--- src/rtl/ring_decoder.sv ---
`default_nettype none
// ============================================================================
// Module  : ring_decoder
// Brief   : One-hot ring word decoder and rotate-left sequence lock checker.
// Revision: 1.0  initial release
// ============================================================================
module ring_decoder #(
    parameter int WIDTH    = 4,
    parameter int LOCK_LEN = 4,
    parameter int CNT_W    = 8
) (
    input  logic                       clk,
    input  logic                       reset,
    input  logic                       sample_en,
    input  logic [WIDTH-1:0]           q_in,
    output logic [$clog2(WIDTH)-1:0]   idx,
    output logic                       idx_valid,
    output logic                       locked,
    output logic                       seq_err,
    output logic                       illegal,
    output logic                       wrap,
    output logic [CNT_W-1:0]           err_count
);

    localparam int IDX_W = $clog2(WIDTH);
    localparam int GC_W  = $clog2(LOCK_LEN + 1);
    localparam logic [GC_W-1:0]  c_LOCK_LEN = GC_W'(LOCK_LEN);
    localparam logic [CNT_W-1:0] c_CNT_MAX  = {CNT_W{1'b1}};

    typedef enum logic [1:0] {
        S_HUNT   = 2'd0,
        S_TRACK  = 2'd1,
        S_LOCKED = 2'd2
    } state_t;

    state_t             state_q,     state_d;
    logic [WIDTH-1:0]   prev_q,      prev_d;
    logic [GC_W-1:0]    good_cnt_q,  good_cnt_d;
    logic [IDX_W-1:0]   idx_q,       idx_d;
    logic               idx_valid_q, idx_valid_d;
    logic               seq_err_q,   seq_err_d;
    logic               illegal_q,   illegal_d;
    logic               wrap_q,      wrap_d;
    logic [CNT_W-1:0]   err_cnt_q,   err_cnt_d;

    logic               w_legal;
    logic               w_ok;
    logic [WIDTH-1:0]   w_expected;
    logic [IDX_W-1:0]   w_idx;
    logic [GC_W-1:0]    w_good_inc;

    // Exactly one bit set: non-zero and clearing the lowest set bit leaves zero.
    assign w_legal    = (q_in != '0) && ((q_in & (q_in - WIDTH'(1))) == '0);
    assign w_expected = {prev_q[WIDTH-2:0], prev_q[WIDTH-1]};
    assign w_ok       = w_legal && (q_in == w_expected);
    assign w_good_inc = good_cnt_q + GC_W'(1);

    always_comb begin
        w_idx = '0;
        for (int i = 0; i < WIDTH; i++) begin
            if (q_in[i]) begin
                w_idx = IDX_W'(i);
            end
        end
    end

    always_comb begin
        state_d     = state_q;
        prev_d      = prev_q;
        good_cnt_d  = good_cnt_q;
        idx_d       = idx_q;
        idx_valid_d = idx_valid_q;
        seq_err_d   = 1'b0;
        illegal_d   = 1'b0;
        wrap_d      = 1'b0;
        err_cnt_d   = err_cnt_q;

        if (sample_en) begin
            illegal_d   = !w_legal;
            idx_valid_d = w_legal;
            if (w_legal) begin
                idx_d  = w_idx;
                prev_d = q_in;
            end

            case (state_q)
                S_HUNT: begin
                    if (w_legal) begin
                        state_d    = S_TRACK;
                        good_cnt_d = '0;
                    end
                end
                S_TRACK: begin
                    if (w_ok) begin
                        wrap_d = prev_q[WIDTH-1] && q_in[0];
                        if (w_good_inc == c_LOCK_LEN) begin
                            state_d    = S_LOCKED;
                            good_cnt_d = '0;
                        end else begin
                            good_cnt_d = w_good_inc;
                        end
                    end else if (w_legal) begin
                        seq_err_d  = 1'b1;
                        good_cnt_d = '0;
                    end else begin
                        seq_err_d = 1'b1;
                        state_d   = S_HUNT;
                    end
                end
                S_LOCKED: begin
                    if (w_ok) begin
                        wrap_d = prev_q[WIDTH-1] && q_in[0];
                    end else if (w_legal) begin
                        seq_err_d  = 1'b1;
                        state_d    = S_TRACK;
                        good_cnt_d = '0;
                    end else begin
                        seq_err_d = 1'b1;
                        state_d   = S_HUNT;
                    end
                end
                default: begin
                    state_d    = S_HUNT;
                    good_cnt_d = '0;
                end
            endcase

            if (seq_err_d && (err_cnt_q != c_CNT_MAX)) begin
                err_cnt_d = err_cnt_q + CNT_W'(1);
            end
        end
    end

    always_ff @(posedge clk) begin
        if (!reset) begin
            state_q     <= S_HUNT;
            prev_q      <= '0;
            good_cnt_q  <= '0;
            idx_q       <= '0;
            idx_valid_q <= 1'b0;
            seq_err_q   <= 1'b0;
            illegal_q   <= 1'b0;
            wrap_q      <= 1'b0;
            err_cnt_q   <= '0;
        end else begin
            state_q     <= state_d;
            prev_q      <= prev_d;
            good_cnt_q  <= good_cnt_d;
            idx_q       <= idx_d;
            idx_valid_q <= idx_valid_d;
            seq_err_q   <= seq_err_d;
            illegal_q   <= illegal_d;
            wrap_q      <= wrap_d;
            err_cnt_q   <= err_cnt_d;
        end
    end

    assign idx       = idx_q;
    assign idx_valid = idx_valid_q;
    assign locked    = (state_q == S_LOCKED);
    assign seq_err   = seq_err_q;
    assign illegal   = illegal_q;
    assign wrap      = wrap_q;
    assign err_count = err_cnt_q;

endmodule
`default_nettype wire

--- config.mk ---
export PLATFORM = sky130hd
export DESIGN_NAME = ring_decoder
export DESIGN_NICKNAME = d
export VERILOG_FILES = /design/src/rtl/ring_decoder.sv
export SDC_FILE = /design/constraint.sdc
export NUM_CORES = 1
export LEC_CHECK = 0
export ABC_AREA = 1
export BUFFER_PORTS_ARGS = -buffer_cell sky130_fd_sc_hd__buf_2
export CORE_ASPECT_RATIO = 0.5
export CORE_MARGIN = 1.5
export CORE_UTILIZATION = 25
export DETAILED_ROUTE_END_ITERATION = 8
export SLEW_MARGIN = 20
export SYNTH_ARGS = -nofsm -noshare
export SYNTH_HDL_FRONTEND = slang
export SYNTH_SLANG_ARGS = --single-unit
--- constraint.sdc ---
create_clock -name clk -period 1.9 [get_ports clk]
set_clock_uncertainty 0.1 [all_clocks]
set_input_delay 0.475 -clock clk [delete_from_list [all_inputs] [get_ports clk]]
set_output_delay 0.475 -clock clk [all_outputs]
set_load 0.02 [all_outputs]
==> Yosys cells after proc, flatten, opt, wreduce, memory -nomap -nowiden <==
Cells that the tools add are included.
{ "op_classes": {"n_bitwise": 1, "n_addsub": 3, "n_reduce_logical": 15, "eq_ne": 9, "muxes": 18} }
{ "op_table": {"columns": ["op", "n"], "rows": [
  ["2-bit two-way mux", 7],
  ["3-bit two-way mux", 4],
  ["3-bit case mux with 3 select lines", 1],
  ["8-bit by 1-bit adder with 8-bit output (second input constant)", 1],
  ["8-bit != test (second input constant)", 1],
  ["2-bit AND reduction", 4],
  ["3-bit != test (second input constant)", 2],
  ["2-bit case mux with 3 select lines", 1],
  ["1-bit two-way mux", 5],
  ["5-bit AND reduction", 1],
  ["4-bit bitwise AND", 1],
  ["4-bit == test", 1],
  ["1-bit logical AND", 4],
  ["4-bit zero test", 1],
  ["2-bit != test (second input constant)", 2],
  ["4-bit AND reduction", 1],
  ["4-bit nonzero test", 1],
  ["4-bit by 1-bit subtractor with 4-bit output (second input constant)", 1],
  ["3-bit by 1-bit adder with 3-bit output (second input constant)", 1],
  ["3-bit == test (second input constant)", 1],
  ["2-bit by 1-bit == test with 1-bit output (second input constant)", 1],
  ["2-bit == test (second input constant)", 1],
  ["2-bit zero test", 1],
  ["2-bit OR reduction", 1],
  ["1-bit zero test", 1]
]} }
{ "totals": {"inputBits": 7, "ff_bits": 23} }

==> Longest topological paths before layout <==
{ "logic_depth": {"word_depth": 10, "mapped_depth": 12, "ltp_nobuf": 11} }

==> Worst setup path after synthesis <==
Ideal clock, no wire load.
{ "synth_timing": {"kind": "register -> register", "startpoint": "reg err_cnt_q[0], in the netlist err_count[0]", "endpoint": "reg err_cnt_q[0], in the netlist err_count[0]", "required_time_ps": 1674, "slack_ps": 90, "synth_period_minus_slack_ps": 1810, "t_arrival_ps": 1585, "setup_ps": 126, "stages_incl_launch_ff": 10, "path_cell_list": "dfxtp_1 > ha_1 > nand2_1 > nor3_2 > nand3_1 > nand2_1 > nor2_4 > buf_6 > xnor2_2 > nor2_2"} }
{ "synth_via": {"elab_chain_len": 3, "elab_cells_between_ends": 4, "cone_classes": "add/sub: 1; eq/ne: 1; reduce/logical: 2"} }
{ "synth_rtl": {"columns": ["item", "line", "source"], "rows": [
  ["start: declaration", "44", "logic [CNT_W-1:0] err_cnt_q, err_cnt_d;"],
  ["start signal: assignment", "154", "err_cnt_q <= err_cnt_d;"],
  ["parallel branches: the longest is 3 deep, another holds 8-bit by 1-bit adder with 8-bit output", null, null]
]} }
Several ways; the timed one is not identified.
A chain may end at the register's enable or synchronous reset.

==> Final worst setup path <==
{ "layout_timing": {"startpoint": "reg err_cnt_q[1], in the netlist err_count[1]", "endpoint": "reg err_cnt_q[3], in the netlist err_count[3]"} }
Same word-level chain as after synthesis.

==> summary.md <==
| Metric | Value |
|---|---|
| WHS | 382 ps |
| Setup TNS | 0 ps |
| Worst setup path startpoint | err_count[1]$_SDFFE_PN0P_ |
| Setup repair bufs after CTS | 0 |
| GP Congestion | 0.784 |
| Most frequent cells in the layout | 53 x nand2_1, 23 x dfxtp_1, 21 x buf_2, 20 x inv_1, 15 x a21oi_1 |
| Via/cell ratio | 4.26 |
| Horiz. Die Dim | 105 um |
| I/O Buffers | 21 |
| Initial DRC Count | 80 |
| Seq/Total Area, Yosys | 35.2% |
| Max Cap Viol | 0 |
| Largest net degree at the start of global routing | 15 |
| Outcome | finished clean |
| Slew @ Worst Pin | 370 ps |
| Number of synthesized register bits | 23 |
| Die Area | 5690 um2 |
| Post-placement setup slack | -58.2 ps |
| Ant diodes | 0 |
| Sw Share | 29.9% |
| Yosys Warn Count | 0 |
| Netlist cell types | 26 |
| RSZ-0062 raised after global routing | false |
| Worst-Skew Late Latency | 270 ps |
| CTS tree | yes |
| Fin nets | 220 |
| Pwr Density | 659 nW/um2 |
| Synth top area share | 35.2% |
| Leading area contributor after synthesis | dfxtp_1 |
| Antenna violations before repair | 0 |
| Mapped Cells | 179 |
| Period utilization | 90.0% |
| Site Rows | 18 |
| CP max FO | 13 |
| # resized after CTS | 0 |
| Seq pwr share | 50.5% |
| Cell at the root of the clock tree | clkbuf_8 |
| Avg Inst Size Synth | 7.30 um2 |
| Clk slew on worst S/H paths | 90 ps |
| Worst slew margin | 75.3% |
| Slack of the worst reg-to-reg path | 190 ps |
| Vias | 1162 |
| Slew Limit Fails | 0 |
| Clock share of power | 31.1% |
| CP endpoint kind | register |
| Maximum root-to-sink buffer count | 2 |
| Worst IR drop on VDD | 0.241 mV |
| Hold path startpoint | idx_valid$_SDFFE_PN0P_ |
| Drt wl/cell | 9.69 um |
| Post-DP HPWL | 2060 um |
| Syn_nets | 195 |
| Startpoint types | register |
| First-pass GRT wire length | 4490 um |
| Worst setup margin | 190 ps |
| Most common library cell in the layout ignoring fill and taps | nand2_1 |
| Power Total | 1020 uW |
| Mapped Area | 1310 um2 |
| Total global routing track utilization | 9.98% |
| WP data required | 1950 ps |
| Reg2reg start | err_count[1]$_SDFFE_PN0P_ |
| Post-route DRC | 0 |
| Int Pwr | 713 uW |
| IO Count | 22 |
| Final wirelength | 2650 um |
| Final hold violation count | 0 |
| CTS H-tree lvls | 1 |
| TritonCTS Sinks | 23 |
| GRT overflow | 0 |
| Number of global-route vias before repair | 1033 |
| Synth area leaders | dfxtp_1 35%, nand2_1 15%, ha_1 8.6%, a21oi_1 5.7%, inv_1 5.7% |
| Core Box Area | 4980 um2 |
| Pleak | 0.000664 uW |
| Crit path to | err_count[3]$_SDFFE_PN0P_ |
| Period minus WS final | 1710 ps |
| Share of post-route cells with drive strength above 1 | 23.6% |
| Setup violators final | 0 |
| Post-route ant nets | 0 |
| Initial Utilization | 26.2% |
| R2R cell count | 9 |
| Area delta synth->final | 18.1% |
| Initial DRT Pass Iterations | 4 |
| Num CTS Buffers | 3 |
| Hold buffers post-CTS | 0 |
| Core Util, Final | 31.0% |
| Fmax | 585 MHz |
| Min-Delay Path Class | register to register |
| Combinational power share | 18.5% |
| CP arrival | 1760 ps |
| Net Sw Power | 304 uW |
| Worst R2R End | err_count[3]$_SDFFE_PN0P_ |
| Crit Path Category | register to register |
| Height of the chip | 54.1 um |
-- through the flow --
stage | area, um2 | instances
2_1_floorplan | 1310 | 179
3_3_place_gp | 1490 | 269
3_5_place_dp | 1490 | 269
4_1_cts | 1540 | 273
5_1_grt | 1540 | 273
6_report | 1540 | 273
-- cell usage after synthesis --
library cell,count
nand3_2,5
xnor2_2,1
nor4_1,1
inv_2,3
nor2_1,13
nor2_2,2
a21oi_1,15
o21ai_1,1
nand2_1,53
ha_1,9
o21ai_0,4
nor3_1,2
clkbuf_1,1
nor3_2,1
a31oi_1,1
dfxtp_1,23
nand4_1,3
inv_1,20
nor2_4,3
buf_6,1
xor2_1,2
nand3_1,8
nand2_2,1
buf_2,1
nand2_4,3
a21oi_2,2
-- worst max-delay path: stages, from the launching register on --
cell and delay [ps]:
dfxtp_1 350, ha_1 220, nand2_1 120, nor3_2 60, nand3_1 70, nand2_1 80
nor2_4 310, inv_1 130, nand2_1 80, a21oi_1 60
-- per-layer routing --
metal  part of all wire (%)  routed length [um]  GRT usage [%]  vias up
met5                      0                   0              0        -
met4                   0.72                  19           2.74        0
met3                    3.0                  79           2.54        2
met2                     48                1260           17.9       21
met1                     49                1290           12.2      522
li1                       -                   -              -      617
-- cell families (layout without fill, tap and decap cells) --
logic type	Yosys count	count (layout)	synth area share [%]
simple gates	95	95	35.9
xor+xnor	3	3	2.59
compound gates	23	23	9.48
flops	23	23	35.2
fa+ha+maj	9	9	8.62
buf+inv	26	50	8.14
-- area by class of cell --
type | instances | area [um2]
clock inverters | 1 | 7.51
fillers | 534 | 3430
clock buffers | 3 | 41.3
inverters | 23 | 86.3
well taps | 70 | 87.6
multi-input cells | 130 | 739
flip-flops and latches | 23 | 460
repair buffers | 23 | 120
-- power groups by stage --
stage,clock [uW],sequential [uW],combinational (uW)
2_1_floorplan,0,538,126
3_3_place_gp,0,524,186
3_5_place_dp,0,525,187
4_1_cts,329,514,188
5_1_grt,342,517,211
6_report,316,513,188
-- flip-flops by register name (all words and copies together), names as in the netlist --
| signal | flops |
|---|---|
| err_count | 8 |
| prev_q | 4 |
| good_cnt_q | 3 |
| idx | 2 |
| state_q | 2 |
| idx_valid | 1 |
| illegal | 1 |
| seq_err | 1 |
| wrap | 1 |
-- worst min path at each step --
stage | slack [ps] | cells past startpoint | to
2_1_floorplan | 340 | 2 | prev_q[3]$_SDFFE_PN0P_
3_3_place_gp | 360 | 2 | idx_valid$_SDFFE_PN0P_
3_5_place_dp | 370 | 2 | err_count[4]$_SDFFE_PN0P_
4_1_cts | 380 | 3 | prev_q[2]$_SDFFE_PN0P_
5_1_grt | 390 | 2 | idx_valid$_SDFFE_PN0P_
6_report | 380 | 2 | idx_valid$_SDFFE_PN0P_
No activity file was read; power rests on OpenSTA's default activity.
